### src/rtl/synch_queue_if.sv
// Handshake and status bundle between a producer/consumer stage and synch_queue.
interface synch_queue_if #(
   parameter int unsigned DATA_WIDTH = 32,
   parameter int unsigned ADDR_WIDTH = 4
);
   logic                  iFlush;
   logic                  iPush;
   logic [DATA_WIDTH-1:0] iDataIn;
   logic                  iPop;
   logic [DATA_WIDTH-1:0] oDataOut;
   logic [ADDR_WIDTH:0]   oCount;
   logic                  oFull;
   logic                  oEmpty;
   logic                  oAlmostFull;
   logic                  oAlmostEmpty;
   logic                  oOverflow;
   logic                  oUnderflow;

   modport master (
      output iFlush, iPush, iDataIn, iPop,
      input  oDataOut, oCount, oFull, oEmpty, oAlmostFull, oAlmostEmpty, oOverflow, oUnderflow
   );

   modport slave (
      input  iFlush, iPush, iDataIn, iPop,
      output oDataOut, oCount, oFull, oEmpty, oAlmostFull, oAlmostEmpty, oOverflow, oUnderflow
   );
endinterface

### src/rtl/synch_queue.sv
// Single-clock show-ahead queue, FIFO or LIFO ordering chosen at elaboration,
// with occupancy, threshold flags and sticky overflow/underflow errors.
module synch_queue #(
   parameter int unsigned DATA_WIDTH         = 32,
   parameter int unsigned ADDR_WIDTH         = 4,
   parameter int unsigned MEM_SIZE           = 16,
   parameter int unsigned LIFO_MODE          = 0,
   parameter int unsigned ALMOST_FULL_LEVEL  = MEM_SIZE - 2,
   parameter int unsigned ALMOST_EMPTY_LEVEL = 1
) (
   input  logic        iClock,
   input  logic        iReset,
   synch_queue_if.slave q_if
);

   localparam int unsigned CW      = ADDR_WIDTH + 1;
   localparam bit          IS_LIFO = (LIFO_MODE != 0);

   localparam logic [CW-1:0]         SIZE_C  = CW'(MEM_SIZE);
   localparam logic [CW-1:0]         AFULL_C = CW'(ALMOST_FULL_LEVEL);
   localparam logic [CW-1:0]         AEMPT_C = CW'(ALMOST_EMPTY_LEVEL);
   localparam logic [ADDR_WIDTH-1:0] LAST_C  = ADDR_WIDTH'(MEM_SIZE - 1);

   logic [DATA_WIDTH-1:0] mem_q [MEM_SIZE];
   logic [ADDR_WIDTH-1:0] rd_ptr_q, rd_ptr_d;
   logic [ADDR_WIDTH-1:0] wr_ptr_q, wr_ptr_d;
   logic [CW-1:0]         count_q, count_d;
   logic                  ovf_q, ovf_d;
   logic                  udf_q, udf_d;

   logic                  we_c;
   logic [ADDR_WIDTH-1:0] waddr_c;
   logic [ADDR_WIDTH-1:0] raddr_c;
   logic                  empty_c;
   logic                  full_c;

   // Wrap explicitly so non-power-of-two depths work.
   function automatic logic [ADDR_WIDTH-1:0] ptr_inc(input logic [ADDR_WIDTH-1:0] p);
      return (p == LAST_C) ? '0 : p + ADDR_WIDTH'(1);
   endfunction

   assign empty_c = (count_q == '0);
   assign full_c  = (count_q == SIZE_C);
   assign raddr_c = IS_LIFO ? ADDR_WIDTH'(count_q - CW'(1)) : rd_ptr_q;

   always_comb begin
      rd_ptr_d = rd_ptr_q;
      wr_ptr_d = wr_ptr_q;
      count_d  = count_q;
      ovf_d    = ovf_q;
      udf_d    = udf_q;
      we_c     = 1'b0;
      waddr_c  = IS_LIFO ? ADDR_WIDTH'(count_q) : wr_ptr_q;

      if (q_if.iFlush) begin
         rd_ptr_d = '0;
         wr_ptr_d = '0;
         count_d  = '0;
         ovf_d    = 1'b0;
         udf_d    = 1'b0;
      end else begin
         unique case ({q_if.iPush, q_if.iPop})
            2'b11: begin
               we_c = 1'b1;
               if (empty_c) begin
                  // Pop on empty is dropped; the push still lands.
                  count_d = CW'(1);
                  udf_d   = 1'b1;
                  if (!IS_LIFO) wr_ptr_d = ptr_inc(wr_ptr_q);
               end else if (IS_LIFO) begin
                  waddr_c = raddr_c;
               end else begin
                  wr_ptr_d = ptr_inc(wr_ptr_q);
                  rd_ptr_d = ptr_inc(rd_ptr_q);
               end
            end
            2'b10: begin
               if (full_c) begin
                  ovf_d = 1'b1;
               end else begin
                  we_c    = 1'b1;
                  count_d = count_q + CW'(1);
                  if (!IS_LIFO) wr_ptr_d = ptr_inc(wr_ptr_q);
               end
            end
            2'b01: begin
               if (empty_c) begin
                  udf_d = 1'b1;
               end else begin
                  count_d = count_q - CW'(1);
                  if (!IS_LIFO) rd_ptr_d = ptr_inc(rd_ptr_q);
               end
            end
            default: ;
         endcase
      end
   end

   always_ff @(posedge iClock) begin
      if (iReset) begin
         rd_ptr_q <= '0;
         wr_ptr_q <= '0;
         count_q  <= '0;
         ovf_q    <= 1'b0;
         udf_q    <= 1'b0;
      end else begin
         rd_ptr_q <= rd_ptr_d;
         wr_ptr_q <= wr_ptr_d;
         count_q  <= count_d;
         ovf_q    <= ovf_d;
         udf_q    <= udf_d;
      end
   end

   // Storage is not reset; emptiness is tracked by the count alone.
   always_ff @(posedge iClock) begin
      if (we_c && !iReset && !q_if.iFlush) mem_q[waddr_c] <= q_if.iDataIn;
   end

   assign q_if.oDataOut     = empty_c ? '0 : mem_q[raddr_c];
   assign q_if.oCount       = count_q;
   assign q_if.oFull        = full_c;
   assign q_if.oEmpty       = empty_c;
   assign q_if.oAlmostFull  = (count_q >= AFULL_C);
   assign q_if.oAlmostEmpty = (count_q <= AEMPT_C);
   assign q_if.oOverflow    = ovf_q;
   assign q_if.oUnderflow   = udf_q;

endmodule
### src/flat_wrapper.sv
// flat-port wrapper written by rule: the top's interface ports become plain ports
module synch_queue_flat 
#(
   parameter int unsigned DATA_WIDTH         = 32,
   parameter int unsigned ADDR_WIDTH         = 4,
   parameter int unsigned MEM_SIZE           = 16,
   parameter int unsigned LIFO_MODE          = 0,
   parameter int unsigned ALMOST_FULL_LEVEL  = MEM_SIZE - 2,
   parameter int unsigned ALMOST_EMPTY_LEVEL = 1
)
  (iClock, iReset, q_if_iFlush, q_if_iPush, q_if_iDataIn, q_if_iPop, q_if_oDataOut, q_if_oCount, q_if_oFull, q_if_oEmpty, q_if_oAlmostFull, q_if_oAlmostEmpty, q_if_oOverflow, q_if_oUnderflow);
  synch_queue_if #(.DATA_WIDTH(DATA_WIDTH), .ADDR_WIDTH(ADDR_WIDTH)) q_if_i ();
  input  logic iClock;
  input  logic iReset;
  input wire logic [$bits(q_if_i.iFlush)-1:0] q_if_iFlush;
  input wire logic [$bits(q_if_i.iPush)-1:0] q_if_iPush;
  input wire logic [$bits(q_if_i.iDataIn)-1:0] q_if_iDataIn;
  input wire logic [$bits(q_if_i.iPop)-1:0] q_if_iPop;
  output wire logic [$bits(q_if_i.oDataOut)-1:0] q_if_oDataOut;
  output wire logic [$bits(q_if_i.oCount)-1:0] q_if_oCount;
  output wire logic [$bits(q_if_i.oFull)-1:0] q_if_oFull;
  output wire logic [$bits(q_if_i.oEmpty)-1:0] q_if_oEmpty;
  output wire logic [$bits(q_if_i.oAlmostFull)-1:0] q_if_oAlmostFull;
  output wire logic [$bits(q_if_i.oAlmostEmpty)-1:0] q_if_oAlmostEmpty;
  output wire logic [$bits(q_if_i.oOverflow)-1:0] q_if_oOverflow;
  output wire logic [$bits(q_if_i.oUnderflow)-1:0] q_if_oUnderflow;
  assign q_if_i.iFlush = q_if_iFlush;
  assign q_if_i.iPush = q_if_iPush;
  assign q_if_i.iDataIn = q_if_iDataIn;
  assign q_if_i.iPop = q_if_iPop;
  assign q_if_oDataOut = q_if_i.oDataOut;
  assign q_if_oCount = q_if_i.oCount;
  assign q_if_oFull = q_if_i.oFull;
  assign q_if_oEmpty = q_if_i.oEmpty;
  assign q_if_oAlmostFull = q_if_i.oAlmostFull;
  assign q_if_oAlmostEmpty = q_if_i.oAlmostEmpty;
  assign q_if_oOverflow = q_if_i.oOverflow;
  assign q_if_oUnderflow = q_if_i.oUnderflow;
  synch_queue #(.DATA_WIDTH(DATA_WIDTH), .ADDR_WIDTH(ADDR_WIDTH), .MEM_SIZE(MEM_SIZE), .LIFO_MODE(LIFO_MODE), .ALMOST_FULL_LEVEL(ALMOST_FULL_LEVEL), .ALMOST_EMPTY_LEVEL(ALMOST_EMPTY_LEVEL)) u_core (.iClock(iClock), .iReset(iReset), .q_if(q_if_i));
endmodule
### config.mk
export PLATFORM = sky130hd
export DESIGN_NAME = synch_queue_flat
export DESIGN_NICKNAME = d
export VERILOG_FILES = /design/src/rtl/synch_queue_if.sv /design/src/rtl/synch_queue.sv /design/src/flat_wrapper.sv
export SDC_FILE = /design/constraint.sdc
export NUM_CORES = 1
export LEC_CHECK = 0
export CAP_MARGIN = 20
export CORE_MARGIN = 2
export CORE_UTILIZATION = 60
export DETAILED_ROUTE_END_ITERATION = 8
export GPL_TIMING_DRIVEN = 0
export PLACE_DENSITY = 0.82
export SETUP_SLACK_MARGIN = 0.4
export SLEW_MARGIN = 15
export SYNTH_ARGS = -nofsm -noshare
export SYNTH_HDL_FRONTEND = slang
export SYNTH_SLANG_ARGS = --single-unit
### constraint.sdc
create_clock -name iClock -period 7.75 [get_ports iClock]
set_clock_uncertainty 0.2 [all_clocks]
set_input_delay 1.55 -clock iClock [delete_from_list [all_inputs] [get_ports iClock]]
set_output_delay 1.55 -clock iClock [all_outputs]
set_load 0.05 [all_outputs]
* After elaboration in Yosys (flattened, before gate mapping) *
Memory sizes are Yosys's and may differ from the RTL's. A register that Yosys moved wholly into a read port is not among the register bits.
Index checks and enable logic that the tools add are counted.

storage, ports and cells
  memories = 1
  flip-flop bits (word level) = 15
  input bits = 37
  bits in writable memories = 512

cells by class
  bitwise logic cells = 1
  multiplexer cells = 16
  magnitude comparators = 2
  reduce and logical (&&, ||, !) cells = 14
  eq/ne operators = 9
  add/sub/neg operators = 4

memories
  memory        depth  width  rd ports  clocked after Yosys merged registers in  wr ports  line               source
  u_core.mem_q  16     32     1         1                                        1         synch_queue.sv:24  logic [DATA_WIDTH-1:0] mem_q [MEM_SIZE];

operators by type and width
  cell                                                                              number
  32-bit two-way mux                                                                1
  4-bit two-way mux                                                                 5
  5-bit two-way mux                                                                 3
  5-bit case mux with 3 select lines                                                1
  4-bit by 1-bit adder with 4-bit output, second input constant                     2
  4-bit equality test, second input constant                                        2
  4-bit case mux with 2 select lines                                                1
  2-bit AND reduction                                                               4
  5-bit by 1-bit adder with 5-bit output, second input constant                     1
  5-bit equality test, second input constant                                        1
  5-bit by 4-bit >= comparator with 1-bit output, second input constant             1
  5-bit by 1-bit less-or-equal comparator with 1-bit output, second input constant  1
  5-bit logical NOT                                                                 1
  5-bit by 1-bit subtractor with 5-bit output, second input constant                1
  2-bit equality test, second input constant                                        2
  1-bit two-way mux                                                                 4
  2-bit != test, second input constant                                              2
  4-bit AND reduction                                                               1
  2-bit OR reduction                                                                2
  3-bit nonzero test                                                                1
  2-bit by 1-bit equality test with 1-bit output, second input constant             1
  1-bit logical AND                                                                 2
  1-bit logical NOT                                                                 2
  2-bit by 1-bit != test with 1-bit output, second input constant                   1
  other kinds (3)                                                                   3

* Longest topological paths before layout *
  depth after elaboration = 8
  depth in mapped cells = 7

* Least setup slack after synthesis *
Ideal clock, no wire load.

  path type = input to register
  start = in q_if_iPop
  end = mem u_core.mem_q[0][0] (enable)
  slack = 2.327 ns
  cell stages on the path = 7
  setup time = 0.461 ns
  arrival = 4.762 ns
  path buffers = 1
  cell sequence = inv_1 ha_1 clkbuf_1 inv_1 o21bai_2 nand3_1 nor3_1

between the ends
  cells in the longest elaborated chain, start to end = 7

ends and longest elaborated chain
  what                                         line                source
  from (decl)                                  flat_wrapper.sv:18  input wire logic [$bits(q_if_i.iPop)-1:0] q_if_iPop;
  2-bit equality test                          synch_queue.sv:62   unique case ({q_if.iPush, q_if.iPop})
  1-bit case mux with 2 select lines (*)       synch_queue.sv:62
  1-bit two-way mux (*)                        synch_queue.sv:55   if (q_if.iFlush) begin
  1-bit logical AND (*) (2 in series)          synch_queue.sv:117  if (we_c && !iReset && !q_if.iFlush) mem_q[waddr_c] <= q_if.iDataIn;
  1-bit two-way mux (*)                        synch_queue.sv:117
  1-bit two-way mux (not written as such) (*)  synch_queue.sv:117
  to (decl)                                    synch_queue.sv:24

Mark *: on every way between the ends. The rest lies on a longest branch, timed or not.

* Final worst setup path *
  start = reg u_core.count_q[0] (netlist: u_core.q_if.oCount[0])
  end = out q_if_oDataOut[15]

between the ends
  cells in the longest elaborated chain, start to end = 2

ends and longest elaborated chain
  what                    line                source
  from (decl)             synch_queue.sv:27   logic [CW-1:0] count_q, count_d;
  from (signal assigned)  synch_queue.sv:109  count_q <= count_d;
  5-bit logical NOT       synch_queue.sv:42   assign empty_c = (count_q == '0);
  32-bit two-way mux      synch_queue.sv:120  assign q_if.oDataOut = empty_c ? '0 : mem_q[raddr_c];
  to (decl)               flat_wrapper.sv:19  output wire logic [$bits(q_if_i.oDataOut)-1:0] q_if_oDataOut;

No other way between the ends.

==> impl_results.rst <==
.. list-table::
   :header-rows: 1

   * - Metric
     - Value
   * - Ratio of routed vias to standard cells
     - 6.52
   * - Post-CTS Resized
     - 0
   * - Post-detailed-routing wire length
     - 47.1 mm
   * - Number of vias after detailed routing
     - 10.4k
   * - Reg-to-Reg Start
     - u_core.q_if.oCount[0]$_SDFFE_PP0P_
   * - Number of DRC violations after detailed routing
     - 0
   * - Drt wl/cell
     - 29.6 um
   * - Post-synthesis instance area
     - 20700 um^2
   * - First-pass GRT wire length
     - 68.8 mm
   * - Static leakage power
     - 7.42 nW
   * - Cell Pwr Density
     - 246 nW/um^2
   * - Sequential share of the synthesized area
     - 76.1%
   * - # setup viols final
     - 0
   * - Final Hold Violating Endpoints
     - 0
   * - Post-CTS setup-driven buffer insertion count
     - 0
   * - Clock-pin slew on the worst setup and hold paths
     - 60 ps
   * - Number of antenna-violating nets in the routed design
     - 0
   * - Min Tclk post-route
     - 5300 ps
   * - Layout net count
     - 1147
   * - Insertion delay of the later-clocked pin in the worst-skew pair
     - 560 ps
   * - Count of maximum capacitance violations
     - 0
   * - Period utilization
     - 68.4%
   * - Clock root buffer master
     - sky130_fd_sc_hd__clkbuf_16
   * - Post-CTS Hold Fix Bufs
     - 0
   * - Count of synthesis-stage warnings from yosys
     - 0
   * - Placed wire-length estimate
     - 27.0 mm
   * - Post-synthesis cell count
     - 937
   * - Number of flops mapped to enable cells by yosys
     - 512
   * - Cells on Worst Hold Path
     - 2
   * - Endpoint of the worst-slack reg-to-reg timing path
     - u_core.mem_q[3][19]$_DFFE_PP_
   * - Max frequency
     - 0.189 GHz
   * - Detailed Routing Iterations Pass 1
     - 5
   * - CP endpoint kind
     - output port
   * - Type of element launching the critical path
     - register
   * - Area share of the leading cell type in the synthesized netlist
     - 74.2%
   * - Cell depth of the worst flop-to-flop path
     - 9
   * - Commonest non-fill, non-tap cells in the layout
     - 512 x sky130_fd_sc_hd__edfxtp_1, 128 x sky130_fd_sc_hd__mux4_2, 79 x sky130_fd_sc_hd__clkdlybuf4s50_1
   * - I/O Pins
     - 80
   * - Worst slack, placed
     - 2450 ps
   * - Launch point of the critical path
     - u_core.q_if.oCount[0]$_SDFFE_PP0P_
   * - Share of post-route cells with drive strength above 1
     - 25.8%
   * - # clock sinks
     - 531
   * - Worst path required time
     - 6000 ps
   * - RSZ-0062 raised after global routing
     - no
   * - Worst IR drop on VDD
     - 0.000189 V
   * - Post-synthesis sequential element count
     - 531
   * - Setup slack of the most critical reg-to-reg path
     - 4020 ps
   * - Number of CTS-inserted buffers
     - 50
   * - Fin Setup TNS
     - 0 ps
   * - Post-synth cell types
     - 45
   * - Worst slew slack as a fraction of its limit
     - 26.9%
   * - Routability Congestion
     - 0.789
   * - Pin count of the biggest net entering global routing
     - 22
   * - Floorplan die area
     - 36000 um^2
   * - Hold Crit Endpoint
     - u_core.q_if.oUnderflow$_SDFFE_PP0P_
   * - PnR worst setup slack
     - 2450 ps
   * - CP max FO
     - 10
   * - Leading register cell type out of synthesis
     - sky130_fd_sc_hd__edfxtp_1
   * - Height of the die
     - 190 um
   * - Transition at the pin with the smallest max-transition slack
     - 1100 ps
   * - Total nets after synthesis
     - 988
   * - Combined global-route utilization of all metal layers
     - 26.8%
   * - Core Rows
     - 68
   * - Leading post-synthesis cells by cell area
     - sky130_fd_sc_hd__edfxtp_1 74%, sky130_fd_sc_hd__mux4_2 14%, sky130_fd_sc_hd__mux2i_1 3.2%, sky130_fd_sc_hd__dfxtp_1 1.8%, sky130_fd_sc_hd__o22ai_1 0.97%
   * - Async SR Flop Fraction
     - 0%
   * - Initial antenna violation count
     - 0
   * - Overall power after layout
     - 5.97 mW
   * - Count of final max-slew check failures
     - 0
   * - Count of routing violations after the opening detailed-route iteration
     - 1090
   * - TritonCTS clock tree
     - done
   * - Starting density of the core
     - 60.4%
   * - Layout fillers
     - 1963
   * - Hold Crit Class
     - register to register
   * - Number of input and output port buffers inserted
     - 79
   * - Post-layout utilization of the core
     - 70.7%
   * - Startpoint of the tightest hold check path
     - u_core.q_if.oUnderflow$_SDFFE_PP0P_
   * - GRT overflow
     - 0
   * - Standard cell core area
     - 34300 um^2
   * - Synth-to-Final Area Change
     - 17.0%
   * - Most frequent standard cell in the layout excluding fill and tap cells
     - sky130_fd_sc_hd__edfxtp_1
   * - Post-synth top area cell
     - sky130_fd_sc_hd__edfxtp_1
   * - Vias in the first global route
     - 10.9k
   * - Die Wd
     - 190 um
   * - Buffers from clock root to sink, at most
     - 3
   * - WS Path Type
     - register to output port
   * - Average size of a mapped cell
     - 22.1 um^2
   * - Antenna Diode Count
     - 0
   * - Count of placed standard cells including taps
     - 1499
   * - H-tree depth
     - 2
   * - Status
     - finished clean
   * - Number of standard cells in the layout, taps in and fillers out
     - 1590
   * - Signal arrival time at the worst endpoint
     - 3550 ps
## power by group
part | internal, mW | leakage [nW] | switching (mW)
Clock | 1.44 | 0.797 | 1.03
Combinational | 0.124 | 1.86 | 0.213
Sequential | 3.15 | 4.76 | 0.00477
Total | 4.72 | 7.42 | 1.24
## registers in the layout, indices dropped and copies added, names as in the netlist, named ones only
signal	flops
u_core.mem_q	512
u_core.q_if.oCount	5
u_core.q_if.oOverflow	1
u_core.q_if.oUnderflow	1
u_core.raddr_c	4
u_core.waddr_c	4
## layout make-up
type,instances,area [um^2],area share [%]
Clock buffer,66,1380,5.67
Sequential cell,531,15800,65.0
Multi-Input combinational cell,342,4680,19.3
Tap cell,455,569,2.35
Buffer,53,349,1.44
Inverter,11,41.3,0.170
Clock inverter,25,269,1.11
Timing Repair Buffer,107,1200,4.97
## synth_stat cells (all sizes together) (3+ instances only)
cell type	n
clkbuf	8
dfxtp	19
a21oi	15
o22ai	32
mux4	128
nand4	3
mux2i	67
inv	11
nor3	5
edfxtp	512
nand2b	6
buf	45
a211oi	3
nand2	3
o21ai	7
nand3	7
nor2	22
xnor2	4
ha	14
a31oi	3
## cells by family (layout without fill, tap and decap cells)
| group | count (synthesis) | count (layout) | synth area share, % |
|---|---|---|---|
| adders and majority gates | 14 | 14 | 0.846 |
| muxes | 197 | 197 | 17.3 |
| and+or+nand+nor | 56 | 56 | 1.46 |
| AOI/OAI and AO/OA | 69 | 69 | 2.20 |
| buffers and inverters | 64 | 262 | 1.88 |
| DFF | 531 | 531 | 76.1 |
| xor gates and xnor gates | 6 | 6 | 0.254 |
## worst max path at each step
stage                                    endpoint  slack [ps]  depth (start not counted)
floorplan            u_core.mem_q[0][0]$_DFFE_PP_        2330                          7
global placement    u_core.mem_q[0][19]$_DFFE_PP_        -660                          8
detailed placement  u_core.mem_q[3][19]$_DFFE_PP_        2450                         10
CTS                              q_if_oDataOut[1]        2460                          8
global route                     q_if_oDataOut[1]        2270                          8
finish                          q_if_oDataOut[15]        2450                          8
## routing by layer
layer | up-vias | GRT usage (%) | routed length (um)
met5 | - | 0 | 0
met4 | 0 | 10.3 | 1750
met3 | 132 | 4.63 | 3980
met2 | 628 | 45.1 | 24200
met1 | 5356 | 35.7 | 17200
li1 | 4255 | - | -
## metrics by stage
step	hold slack [ps]	cell area [um^2]
finish	272	24200
floorplan	266	20700
global route	283	24200
detailed placement	260	22600
global placement	267	22100
CTS	276	24200
## critical path, stage by stage (launching register included)
cell                              delay (ps)
sky130_fd_sc_hd__dfxtp_1                 440
sky130_fd_sc_hd__inv_1                   150
sky130_fd_sc_hd__ha_1                    250
sky130_fd_sc_hd__nor4b_4                 140
sky130_fd_sc_hd__or2_2                   270
sky130_fd_sc_hd__clkbuf_1                230
sky130_fd_sc_hd__buf_2                   300
sky130_fd_sc_hd__o22ai_1                 340
sky130_fd_sc_hd__clkdlybuf4s50_1         870
Power figures use the tool's default switching activity.
